--- config.mk ---
export PLATFORM = sky130hd
export DESIGN_NAME = reg_bus_master
export DESIGN_NICKNAME = d
export VERILOG_FILES = /design/src/rtl/reg_bus_master_pkg.sv /design/src/rtl/reg_cmd_fifo.sv /design/src/rtl/reg_bus_master.sv
export SDC_FILE = /design/constraint.sdc
export NUM_CORES = 1
export LEC_CHECK = 0
export BUFFER_PORTS_ARGS = -buffer_cell sky130_fd_sc_hd__buf_2
export CAP_MARGIN = 20
export CORE_MARGIN = 8
export CORE_UTILIZATION = 50
export CTS_CLUSTER_SIZE = 30
export DETAILED_ROUTE_END_ITERATION = 12
export PLACE_DENSITY = 0.76
export SLEW_MARGIN = 15
export SYNTH_ARGS = -nofsm -noshare
export SYNTH_HDL_FRONTEND = slang
export SYNTH_SLANG_ARGS = --single-unit
export TNS_END_PERCENT = 50
--- constraint.sdc ---
create_clock -name clk -period 2.8 [get_ports clk]
set_clock_uncertainty 0.05 [all_clocks]
set_input_delay 0.42 -clock clk [delete_from_list [all_inputs] [get_ports clk]]
set_output_delay 0.42 -clock clk [all_outputs]
set_load 0.005 [all_outputs]
--- src/rtl/reg_bus_master_pkg.sv ---
// reg_bus_master_pkg
//   Shared constants and types for the register-bus initiator:
//   data width, register codes, opcodes, FSM state encodings and the
//   packed command entry stored in the command FIFO.
package reg_bus_master_pkg;

    localparam int DATA_WIDTH = 8;
    localparam int REG_W      = 4;

    // Register codes. NONE is reserved and never backed by a register,
    // so driving it on either half of the bus means "no access".
    localparam logic [REG_W-1:0] REG_NONE = 4'hF;
    localparam logic [REG_W-1:0] REG_DR0  = 4'h0;
    localparam logic [REG_W-1:0] REG_DR1  = 4'h1;
    localparam logic [REG_W-1:0] REG_DR2  = 4'h2;
    localparam logic [REG_W-1:0] REG_DR3  = 4'h3;
    localparam logic [REG_W-1:0] REG_CR   = 4'h4;

    typedef enum logic [1:0] {
        OP_MOV = 2'b00,
        OP_LDI = 2'b01,
        OP_RD  = 2'b10,
        OP_NOP = 2'b11
    } op_e;

    typedef enum logic [1:0] {
        ST_IDLE  = 2'b00,
        ST_READ  = 2'b01,
        ST_WRITE = 2'b10,
        ST_RESP  = 2'b11
    } state_e;

    // 18-bit FIFO entry: {op, src, dst, imm}
    typedef struct packed {
        op_e                   op;
        logic [REG_W-1:0]      src;
        logic [REG_W-1:0]      dst;
        logic [DATA_WIDTH-1:0] imm;
    } cmd_t;

    localparam int CMD_W = $bits(cmd_t);

    // Bus address word: read select in the upper nibble, write select below.
    function automatic logic [DATA_WIDTH-1:0] bus_addr(
        input logic [REG_W-1:0] rsel,
        input logic [REG_W-1:0] wsel
    );
        return {rsel, wsel};
    endfunction

endpackage

--- src/rtl/reg_cmd_fifo.sv ---
// reg_cmd_fifo
//   Synchronous FIFO holding pending register-transfer commands.
//   Ports:
//     clk_i, rst_ni   clock and asynchronous active-low reset
//     push_i, wdata_i write request (ignored while full)
//     pop_i           read request (ignored while empty)
//     rdata_o         head entry, valid whenever empty_o is low
//     full_o, empty_o occupancy flags, decoded from the registered count
//   There is no bypass: an entry written at one edge is visible at the
//   head only after that edge.
module reg_cmd_fifo #(
    parameter int DEPTH = 4,
    parameter int WIDTH = 18
) (
    input  logic             clk_i,
    input  logic             rst_ni,
    input  logic             push_i,
    input  logic [WIDTH-1:0] wdata_i,
    input  logic             pop_i,
    output logic [WIDTH-1:0] rdata_o,
    output logic             full_o,
    output logic             empty_o
);

    localparam int AW = (DEPTH > 1) ? $clog2(DEPTH) : 1;
    localparam logic [AW:0] FULL_CNT = (AW+1)'(DEPTH);

    logic [WIDTH-1:0] mem_q [DEPTH];
    logic [AW-1:0]    wr_ptr_q;
    logic [AW-1:0]    rd_ptr_q;
    logic [AW:0]      count_q;
    logic             do_push_s;
    logic             do_pop_s;

    assign full_o    = (count_q == FULL_CNT);
    assign empty_o   = (count_q == {(AW+1){1'b0}});
    assign do_push_s = push_i && !full_o;
    assign do_pop_s  = pop_i && !empty_o;
    assign rdata_o   = mem_q[rd_ptr_q];

    // Entry storage; contents need no reset because the count gates visibility.
    always_ff @(posedge clk_i) begin
        if (do_push_s) begin
            mem_q[wr_ptr_q] <= wdata_i;
        end
    end

    // Pointers and occupancy count; pointers wrap because DEPTH is a power of two.
    always_ff @(posedge clk_i or negedge rst_ni) begin
        if (!rst_ni) begin
            wr_ptr_q <= {AW{1'b0}};
            rd_ptr_q <= {AW{1'b0}};
            count_q  <= {(AW+1){1'b0}};
        end else begin
            if (do_push_s) begin
                wr_ptr_q <= wr_ptr_q + AW'(1);
            end
            if (do_pop_s) begin
                rd_ptr_q <= rd_ptr_q + AW'(1);
            end
            case ({do_push_s, do_pop_s})
                2'b10:   count_q <= count_q + (AW+1)'(1);
                2'b01:   count_q <= count_q - (AW+1)'(1);
                default: count_q <= count_q;
            endcase
        end
    end

endmodule

--- src/rtl/reg_bus_master.sv ---
// reg_bus_master
//   Register-bus initiator between the execute stage and the register file.
//   Commands arrive on a valid/ready port, are queued in reg_cmd_fifo and
//   sequenced onto the bus; RD results leave on a valid/ready response port.
//   Ports:
//     clk, rst_n                       clock, asynchronous active-low reset
//     cmd_valid/cmd_ready              command handshake (ready = FIFO not full)
//     cmd_op/cmd_src/cmd_dst/cmd_imm   command fields
//     addr_bus                         {read select, write select}, 8'hFF when idle
//     wr_data                          write data, committed at end of WRITE
//     rd_data                          combinational read data from the register file
//     rsp_valid/rsp_ready/rsp_data     RD result handshake
//     busy                             FSM not idle or commands still queued
module reg_bus_master
    import reg_bus_master_pkg::*;
#(
    parameter int CMD_DEPTH = 4
) (
    input  logic                  clk,
    input  logic                  rst_n,
    input  logic                  cmd_valid,
    output logic                  cmd_ready,
    input  logic [1:0]            cmd_op,
    input  logic [REG_W-1:0]      cmd_src,
    input  logic [REG_W-1:0]      cmd_dst,
    input  logic [DATA_WIDTH-1:0] cmd_imm,
    output logic [DATA_WIDTH-1:0] addr_bus,
    output logic [DATA_WIDTH-1:0] wr_data,
    input  logic [DATA_WIDTH-1:0] rd_data,
    output logic                  rsp_valid,
    input  logic                  rsp_ready,
    output logic [DATA_WIDTH-1:0] rsp_data,
    output logic                  busy
);

    localparam logic [DATA_WIDTH-1:0] ADDR_IDLE = 8'hFF;

    state_e                state_q;
    op_e                   cur_op_q;
    logic [REG_W-1:0]      cur_dst_q;
    logic [DATA_WIDTH-1:0] addr_q;
    logic [DATA_WIDTH-1:0] wr_data_q;
    logic [DATA_WIDTH-1:0] rsp_data_q;
    logic                  rsp_valid_q;

    logic [CMD_W-1:0]      push_entry_s;
    logic [CMD_W-1:0]      head_raw_s;
    cmd_t                  head_s;
    logic                  fifo_full_s;
    logic                  fifo_empty_s;
    logic                  pop_s;

    assign push_entry_s = {cmd_op, cmd_src, cmd_dst, cmd_imm};
    assign head_s       = cmd_t'(head_raw_s);

    reg_cmd_fifo #(
        .DEPTH (CMD_DEPTH),
        .WIDTH (CMD_W)
    ) u_cmd_fifo (
        .clk_i   (clk),
        .rst_ni  (rst_n),
        .push_i  (cmd_valid),
        .wdata_i (push_entry_s),
        .pop_i   (pop_s),
        .rdata_o (head_raw_s),
        .full_o  (fifo_full_s),
        .empty_o (fifo_empty_s)
    );

    // Pop decision: IDLE pops normally, WRITE pops to chain commands back-to-back.
    always_comb begin
        pop_s = 1'b0;
        if (((state_q == ST_IDLE) || (state_q == ST_WRITE)) && !fifo_empty_s) begin
            pop_s = 1'b1;
        end else begin
            pop_s = 1'b0;
        end
    end

    // Bus sequencing FSM with all bus and response outputs registered.
    always_ff @(posedge clk or negedge rst_n) begin
        if (!rst_n) begin
            state_q     <= ST_IDLE;
            cur_op_q    <= OP_NOP;
            cur_dst_q   <= REG_NONE;
            addr_q      <= ADDR_IDLE;
            wr_data_q   <= 8'h00;
            rsp_data_q  <= 8'h00;
            rsp_valid_q <= 1'b0;
        end else begin
            case (state_q)
                ST_IDLE, ST_WRITE: begin
                    if (!fifo_empty_s) begin
                        cur_op_q  <= head_s.op;
                        cur_dst_q <= head_s.dst;
                        case (head_s.op)
                            OP_MOV, OP_RD: begin
                                addr_q  <= bus_addr(head_s.src, REG_NONE);
                                state_q <= ST_READ;
                            end
                            OP_LDI: begin
                                addr_q    <= bus_addr(REG_NONE, head_s.dst);
                                wr_data_q <= head_s.imm;
                                state_q   <= ST_WRITE;
                            end
                            default: begin
                                // NOP: consumed with no bus cycle
                                addr_q  <= ADDR_IDLE;
                                state_q <= ST_IDLE;
                            end
                        endcase
                    end else begin
                        addr_q  <= ADDR_IDLE;
                        state_q <= ST_IDLE;
                    end
                end
                ST_READ: begin
                    // Only MOV and RD reach READ
                    if (cur_op_q == OP_MOV) begin
                        wr_data_q <= rd_data;
                        addr_q    <= bus_addr(REG_NONE, cur_dst_q);
                        state_q   <= ST_WRITE;
                    end else begin
                        rsp_data_q  <= rd_data;
                        rsp_valid_q <= 1'b1;
                        addr_q      <= ADDR_IDLE;
                        state_q     <= ST_RESP;
                    end
                end
                ST_RESP: begin
                    if (rsp_ready) begin
                        rsp_valid_q <= 1'b0;
                        state_q     <= ST_IDLE;
                    end else begin
                        state_q <= ST_RESP;
                    end
                end
                default: begin
                    addr_q  <= ADDR_IDLE;
                    state_q <= ST_IDLE;
                end
            endcase
        end
    end

    assign addr_bus  = addr_q;
    assign wr_data   = wr_data_q;
    assign rsp_data  = rsp_data_q;
    assign rsp_valid = rsp_valid_q;
    assign cmd_ready = !fifo_full_s;
    assign busy      = (state_q != ST_IDLE) || !fifo_empty_s;

endmodule

==> results.cfg, run 1 <==
[timing]
min_period_ns = 2.25
grt_setup_unrepaired = false
setup_violations = 0
clock.fmax_ghz = 0.445
fin_tns_setup_ns = 0
slew_viol_final = 0
fin_crit_sh = 0.802
tightest_slew_ns = 0.891
slew_headroom = 0.406
finalHoldViolations = 0

[worst_setup_path]
path_class = flip-flop to flip-flop
r2r-start = u_cmd_fifo.count_q[0]
cp_max_fo = 6
required_ns = 3.05
ff2ff_setup_slack_ns = 0.55
arrival_ns = 2.49
cp-end-kind = flip-flop
r2r_cells = 10
critPathLaunchType = flip-flop
timing.rr.end = u_cmd_fifo.count_q[2]

[floorplanning]
start_util = 0.513
placementRows = 34
coreArea_um2 = 8680
die_y_um = 110
die_width_um = 110
die-area_um2 = 12200
io_pins = 57

[route]
via_per_inst = 5.37
ant_nets = 0
wl_mm = 7.76
wire_per_inst_um = 18.8
routed-via-count = 2219
drcViolationCount = 0
drt_pass1_iterations = 4
drt_iter0_drc = 57

[logic_synthesis]
yosys-top-cells-area = edfxtp_1 49%, dfrtp_1 15%, dfstp_2 8.3%, mux2_2 7.8%, mux4_2 5.1%
ys_seq_area_frac = 0.715
synth-edff-count = 72
netlist.area_leader.share = 0.486
synth_common_cells = 72 x edfxtp_1, 31 x mux2_2, 26 x dfrtp_1
syn-num-nets = 267
yosysUniqueCellTypes = 34
avgSynthCellArea_um2 = 19.3
netlist_area_um2 = 4450
synthMostInstantiatedCell = edfxtp_1
synth-async-reset-ratio = 0.357
ys_seq_elements = 112
yosysWarningCount = 0
synth_ff_type = edfxtp_1
netlist_instances = 231
synth_area_leader_cell = edfxtp_1

[global_routing]
grt_pass1_wl_mm = 12.5
grt_pass1_vias = 2367
grtUsageTotal = 0.137
antenna_found_initial = 0
grt_max_degree = 41
grt.overflow.total = 0

[status]
status = finished, final reports clean

[power]
powerDensity_nw_per_um2 = 1090
p_int_mw = 3.85
peakVddDrop_v = 0.000374
p_sw_mw = 1.71
p_sw_frac = 0.308
leakage_nw = 1.95
combPwrFrac = 0.358
pwr-share-clk = 0.178
pwr-share-seq = 0.463
power_mw = 5.57

[finish]
drive_above_1_share = 0.452
diodes = 0
nets = 336
fill_cells = 663
areaGrowthSynthToFinish_pct = 14.7

[clock_tree]
cts_buffer_depth = 2
cts_buffers = 9
root_buffer = clkbuf_8
cts_setup_buffers = 0
cts_hold_buf = 0
cts_sinks = 112
clk_latency_ns = 0.36
cts_tree = built
ctsResizeCount = 0
cts_htree_levels = 3
path_clk_slew_ns = 0.11

[run]
maxCapViolCount = 0

[place]
gp_congestion = 0.752
hpwl_mm = 5.42
io_buffers = 56

[worst_hold_path]
hp-class = input port to asynchronous set/reset pin
flip-flops by register name, summed over array words and instances (netlist names):
signal and cells:
u_cmd_fifo.wr_ptr_q 2, addr_bus 8, cur_dst_q 4, u_cmd_fifo.count_q 3, wr_data 8, u_cmd_fifo.mem_q 72, rsp_valid 1, state_q 2
rsp_data 8, u_cmd_fifo.rd_ptr_q 2, cur_op_q 2
power by group through the flow:
stage / Clock (mW) / Sequential [mW] / Combinational, mW
CTS: 1.02 / 2.59 / 2.04
global route: 1.08 / 2.64 / 2.18
finish: 0.992 / 2.58 / 2.00
detailed placement: 0 / 2.62 / 2.03
floorplan: 0 / 2.57 / 1.45
global placement: 0 / 2.60 / 1.98
cell usage in the layout, fill, tap and decap left out, types with 2 or more instances in the layout:
cell	instances
and2_1	2
and3_1	4
buf_2	56
buf_4	8
clkbuf_8	10
clkinv_4	2
dfrtp_1	26
dfstp_2	14
edfxtp_1	72
ha_1	5
inv_1	7
mux2_2	31
mux4_1	8
mux4_2	10
nand2_1	9
nand2b_1	2
nor2_1	4
o21ai_0	4
o22a_1	4
o32ai_1	4
or3_1	3
xnor2_1	4
xor2_1	2
worst max-delay path: stages, from the launching register on:
cell     delay (ns)
dfrtp_1        0.43
inv_1          0.11
nand3_1        0.19
and2_1         0.26
inv_1          0.10
ha_1           0.18
inv_1          0.06
fa_1           0.37
xor2_1         0.16
nor2_1         0.13
xor2_1         0.15
worst max-delay path by stage:
stage          depth (start not counted)                  start               endpoint  slack (ns)
3_3_place_gp                          10  u_cmd_fifo.count_q[0]  u_cmd_fifo.count_q[2]        0.67
4_1_cts                               10  u_cmd_fifo.count_q[0]  u_cmd_fifo.count_q[2]        0.53
3_5_place_dp                          10  u_cmd_fifo.count_q[0]  u_cmd_fifo.count_q[2]        0.58
6_report                              10  u_cmd_fifo.count_q[0]  u_cmd_fifo.count_q[2]        0.55
5_1_grt                               10  u_cmd_fifo.count_q[0]  u_cmd_fifo.count_q[2]        0.36
2_1_floorplan                          9  u_cmd_fifo.count_q[2]  u_cmd_fifo.count_q[2]        0.80
layout make-up:
| type | count | area [um^2] | share of cell area |
|---|---|---|---|
| Inverter | 8 | 30.0 | 0.00588 |
| Tap cell | 108 | 135 | 0.0265 |
| Sequential cell | 112 | 3180 | 0.623 |
| Multi-Input combinational cell | 105 | 1210 | 0.236 |
| Clock inverter | 6 | 75.1 | 0.0147 |
| Clock buffer | 10 | 138 | 0.0270 |
| Timing Repair Buffer | 64 | 340 | 0.0667 |
kinds of logic (layout without fill, tap and decap cells):
logic type,Yosys count,count (layout),synth area share
flops,112,112,0.715
mux,50,50,0.179
simple gates,27,27,0.0318
compound gates,16,16,0.0304
buf+inv,14,88,0.0141
fa+ha+maj,6,6,0.0186
xor+xnor,6,6,0.0118
routing by layer:
| layer | wire, um | global-route usage | vias up |
|---|---|---|---|
| met5 | 0 | 0 | - |
| met4 | 152 | 0.0685 | 0 |
| met3 | 377 | 0.0279 | 11 |
| met2 | 3790 | 0.220 | 48 |
| met1 | 3450 | 0.172 | 1123 |
| li1 | - | - | 1037 |
per-stage QoR:
stage          cells  utilization  instance area [um^2]  setup WS (ns)  hold slack [ns]
2_1_floorplan    231            -                  4450          0.799           0.0744
3_3_place_gp     397        0.564                  4890          0.670            0.408
3_5_place_dp     397        0.564                  4890          0.585            0.413
4_1_cts          413        0.588                  5100          0.529            0.151
5_1_grt          413        0.588                  5100          0.356            0.188
6_report         413        0.588                  5100          0.554            0.120
Power figures use the tool's default switching activity.
==> inputs of run 2 (changes only) <==
--- a/config.mk
+++ b/config.mk
@@ -11,7 +11,7 @@
 export CORE_UTILIZATION = 50
 export CTS_CLUSTER_SIZE = 30
 export DETAILED_ROUTE_END_ITERATION = 12
-export PLACE_DENSITY = 0.76
+export PLACE_DENSITY = 0.79
 export SLEW_MARGIN = 15
 export SYNTH_ARGS = -nofsm -noshare
 export SYNTH_HDL_FRONTEND = slang
==> constraint.sdc (replaced) <==
create_clock -name clk -period 1.9 [get_ports clk]
set_clock_uncertainty 0.05 [all_clocks]
set_input_delay 0.285 -clock clk [delete_from_list [all_inputs] [get_ports clk]]
set_output_delay 0.285 -clock clk [all_outputs]
set_load 0.005 [all_outputs]
==> run 2 against run 1 <==
Net effect: global-route usage grew 0.25 points; combinational power up 69%; critical path type is now flip-flop to output pin; sequential share of layout area down 2.1 points; the flow now finishes with violations (setup timing); sequential cell count unchanged; first-iteration DRC count up 130%.
==> results.cfg, run 2 (synthesis results as in run 1) <==
[status]
status = complete, but fails checks
violations = setup timing

[worst_setup_path]
critPathLaunchType = flip-flop
cpMaxStageDelayCell = dfrtp_1
cp_max_fo = 2
slowest_delay_ns = 0.40
required_ns = 1.56
arrival_ns = 1.69
path_cells = or3_4 > buf_6 > or3_1 > buf_2
path_class = flip-flop to output pin
cp-end-kind = output pin

[route]
drt_pass1_iterations = 4
drcViolationCount = 0
via_per_inst = 5.40
top_layer_used = met5
met3_length_um = 524
wl_met2_mm = 4.11
routed-via-count = 2344
drt_iter0_drc = 131
ant_nets = 0
wire_per_inst_um = 18.7
wl_mm = 8.11
m1WireLength_mm = 3.39

[timing]
tightest_slew_ns = 0.525
whs_ns = 0.0919
clock.fmax_ghz = 0.493
fin_tns_setup_ns = -0.709
setup_violations = 11
fin_crit_sh = 1.07
slew_headroom = 0.650
setup_slack_ns = -0.129
grt_setup_unrepaired = true
slew_viol_final = 0
finalHoldViolations = 0
min_period_ns = 2.03

[finish]
multi_input_area_um2 = 1240
final_common_cell = edfxtp_1
fill_cells = 632
largest_register_ffs = 72
areaGrowthSynthToFinish_pct = 18.8
nets = 357
drive_above_1_share = 0.512
regArea_um2 = 3180
largest_register = u_cmd_fifo.mem_q
mostFrequentLayoutCells = 72 x edfxtp_1, 56 x buf_2, 29 x mux2_2
diodes = 0

[power]
pwr-share-clk = 0.161
p_int_mw = 5.95
powerDensity_nw_per_um2 = 1620
combPwrFrac = 0.396
p_sw_mw = 2.60
leakage_nw = 2.04
peakVddDrop_v = 0.000544
p_sw_frac = 0.304
pwr-share-seq = 0.443

[clock_tree]
path_clk_slew_ns = 0.10
cts_sinks = 112
cts_htree_levels = 3
cts_buffer_depth = 2
root_buffer = clkbuf_8
cts_buffers = 9
cts_tree = built
clk_latency_ns = 0.35

[floorplanning]
die_width_um = 110
start_util = 0.513
die_y_um = 110
coreArea_um2 = 8680
io_pins = 57
placementRows = 34
die-area_um2 = 12200

[global_routing]
grtUsageTotal = 0.139
grt_pass1_vias = 2426
grt.overflow.total = 0
antenna_found_initial = 1
grt_max_degree = 41
grt_pass1_wl_mm = 12.5

[place]
dpl_worst_slack_ns = -0.0820
io_buffers = 56
gp_congestion = 0.735
hpwl_mm = 5.72

[worst_hold_path]
hp-class = input port to flip-flop

[run]
maxCapViolCount = 0
[run 2: cell types whose count changed in the layout (fill, tap and decap cells not counted), sizes merged]
cell         change
dlygate4sd3      +1
buf             +20
inv              -1
clkinvlp         +2
clkinv           -1
[run 2: per-stage QoR]
stage,area (um^2),util,power [mW],cells
CTS,5270,0.607,8.57,433
global placement,5020,0.578,6.95,413
global route,5290,0.609,9.04,434
finish,5290,0.609,8.54,434
detailed placement,5020,0.578,7.10,413
floorplan,4450,-,5.93,231
[run 2: power groups by stage]
stage | combinational, mW | sequential, mW | clock [mW]
2_1_floorplan | 2.14 | 3.78 | 0
3_3_place_gp | 3.14 | 3.81 | 0
3_5_place_dp | 3.25 | 3.84 | 0
4_1_cts | 3.38 | 3.79 | 1.40
5_1_grt | 3.69 | 3.87 | 1.48
6_report | 3.39 | 3.78 | 1.37
[run 2: cell type report]
cell class / instances / area share
clock inverters: 6 / 0.0128
clock buffers: 10 / 0.0241
repair buffers: 85 / 0.0954
multi-input cells: 105 / 0.235
inverters: 8 / 0.00568
well taps: 108 / 0.0256
flip-flops and latches: 112 / 0.602
[run 2: final timing paths]
check | from | to | slack, ns | depth (start not counted)
max | u_cmd_fifo.count_q[2] | busy | -0.13 | 4
min | cmd_imm[1] | u_cmd_fifo.mem_q[2][1] | 0.09 | 1
max reg2reg | u_cmd_fifo.rd_ptr_q[0] | wr_data[0] | -0.08 | 4
min reg2reg | rsp_valid | rsp_valid | 0.43 | 1
max in group asynchronous | rst_n | addr_bus[4] | 0.95 | 3
min in group asynchronous | rst_n | rsp_data[1] | 0.46 | 3
[run 2: metal layers]
| metal | vias to the layer above | global-route usage |
|---|---|---|
| li1 | 1083 | - |
| met1 | 1191 | 0.169 |
| met2 | 60 | 0.230 |
| met3 | 8 | 0.0343 |
| met4 | 2 | 0.0628 |
| met5 | - | 0 |
[run 2: what timing repair did]
item                       CTS  global route
resized for setup           10             2
buffers inserted             3             1
hold endpoints to repair    26             0
setup endpoints to repair   15            11
pin swaps                    6             5
hold buffers                 1             0
[run 2: worst max-delay path: cells and delay by family (launching register included)]
kind	cells	cell delay (ns)
and+or+nand+nor	2	0.68
DFF	1	0.40
buffers and inverters	2	0.26
==> inputs of run 3 (changes only) <==
--- a/config.mk
+++ b/config.mk
@@ -5,8 +5,9 @@
 export SDC_FILE = /design/constraint.sdc
 export NUM_CORES = 1
 export LEC_CHECK = 0
-export BUFFER_PORTS_ARGS = -buffer_cell sky130_fd_sc_hd__buf_2
+export BUFFER_PORTS_ARGS = -buffer_cell sky130_fd_sc_hd__buf_4
 export CAP_MARGIN = 20
+export CORE_ASPECT_RATIO = 1.75
 export CORE_MARGIN = 8
 export CORE_UTILIZATION = 50
 export CTS_CLUSTER_SIZE = 30
==> run 3 against run 2 <==
Net effect: the run still ends with setup timing left; hold slack worse by 0.0071 ns; design area is 5.4% higher; wire length is 3.2% higher; worst setup slack better by 0.061 ns; register-to-register slack better by 0.06 ns; total power is 9.3% higher; utilization is 3.3 points higher; critical path type unchanged; largest cell class unchanged.
==> results.cfg, run 3 (synthesis results as in run 1) <==
[status]
status = complete, but fails checks
violations = setup timing

[worst_setup_path]
critPathLaunchType = flip-flop
cp-end-kind = output pin
cp_max_fo = 3
required_ns = 1.56
arrival_ns = 1.63
path_class = flip-flop to output pin

[finish]
nets = 358
drive_above_1_share = 0.511
areaGrowthSynthToFinish_pct = 25.2
fin_area_um2 = 5570
final_common_cell = buf_4
largest_register = u_cmd_fifo.mem_q
largest_register_ffs = 72
mostFrequentLayoutCells = 81 x buf_4, 72 x edfxtp_1, 25 x dfrtp_1
fin_util = 0.642
diodes = 0
stdcell_count = 444

[clock_tree]
cts_buffer_depth = 2
cts_buffers = 9
path_clk_slew_ns = 0.07
root_buffer = clkbuf_16
cts_sinks = 112
clk_latency_ns = 0.34
cts_tree = built
cts_htree_levels = 3

[global_routing]
grt_pass1_wl_mm = 13.4
grt_pass1_vias = 2559
grt.overflow.total = 0
grtUsageTotal = 0.147
antenna_found_initial = 0
grt_max_degree = 41

[run]
maxCapViolCount = 0

[floorplanning]
coreArea_um2 = 8670
die-area_um2 = 12300
placementRows = 45
die_width_um = 87.3
io_pins = 57
start_util = 0.513
die_y_um = 141

[route]
via_per_inst = 5.32
routed-via-count = 2361
m1WireLength_mm = 3.28
met3_length_um = 333
ant_nets = 0
wl_mm = 8.37
wl_met2_mm = 4.49
drcViolationCount = 0
drt_iter0_drc = 183
top_layer_used = met4
drt_pass1_iterations = 4
wire_per_inst_um = 18.9

[timing]
finalHoldViolations = 0
slew_viol_final = 0
min_period_ns = 1.97
fin_crit_sh = 1.04
setup_violations = 9
fin_tns_setup_ns = -0.164
setup_slack_ns = -0.0680
slew_headroom = 0.651
tightest_slew_ns = 0.523
grt_setup_unrepaired = true
clock.fmax_ghz = 0.508

[worst_hold_path]
hp-class = input port to flip-flop

[place]
dp.cells = 420
hpwl_mm = 5.83
io_buffers = 56
dpl_worst_slack_ns = -0.0728
placed_area_um2 = 5150
gp_congestion = 0.724

[power]
leakage_nw = 2.17
peakVddDrop_v = 0.00102
powerDensity_nw_per_um2 = 1680
[run 3: cell count changes in the layout (fill, tap and decap cells not counted), sizes merged]
| cell | before | now |
|---|---|---|
| inv | 9 | 10 |
| clkbuf | 10 | 14 |
| clkinv | 1 | 0 |
| clkinvlp | 3 | 0 |
| bufinv | 1 | 0 |
| buf | 84 | 85 |
[run 3: what timing repair did]
item,4_1_cts,5_1_grt
hold endpoints to repair,26,0
pin swaps,1,9
setup buffers,5,2
hold buffers,1,0
cloned,0,0
gates resized for setup,12,13
endpoints found under the setup margin,15,14
[run 3: report_power, final]
part	switching [mW]	leakage [nW]	total (mW)	internal [mW]
clock network	0.776	0.126	1.67	0.897
registers	0.330	1.11	3.81	3.48
logic	1.64	0.933	3.86	2.21
[run 3: path summary, 6_finish.rpt]
check	slack, ns	startpoint	to	cells after the start
worst max-delay path	-0.07	u_cmd_fifo.count_q[1]	busy	3
worst min-delay path	0.08	cmd_imm[5]	u_cmd_fifo.mem_q[2][5]	1
worst max register to register	-0.02	u_cmd_fifo.rd_ptr_q[0]	wr_data[3]	5
worst min register to register	0.42	addr_bus[3]	addr_bus[3]	2
max in group asynchronous	1.01	rst_n	u_cmd_fifo.rd_ptr_q[0]	2
min in group asynchronous	0.39	rst_n	rsp_data[4]	2
[run 3: routing by layer]
metal	track usage	vias to the layer above
met5	0	-
met4	0.0912	0
met3	0.0279	17
met2	0.244	59
met1	0.169	1198
li1	-	1087
[run 3: layout make-up]
type | count | area, um^2
flip-flops and latches | 112 | 3180
fillers | 655 | 3100
multi-input cells | 105 | 1280
repair buffers | 86 | 672
clock buffers | 14 | 244
well taps | 117 | 146
inverters | 8 | 32.5
clock inverters | 2 | 15.0
[run 3: critical path, cell delays in order, from the launching register on]
cell	delay [ns]
dfrtp_1	0.40
or3_4	0.43
or3_4	0.34
buf_6	0.12
[run 3: stage by stage]
step,power [mW],hold WS (ns)
5_1_grt,9.86,0.0832
4_1_cts,9.29,0.0767
3_3_place_gp,7.12,0.237
3_5_place_dp,7.28,0.241
6_report,9.34,0.0847
2_1_floorplan,5.93,-0.0606
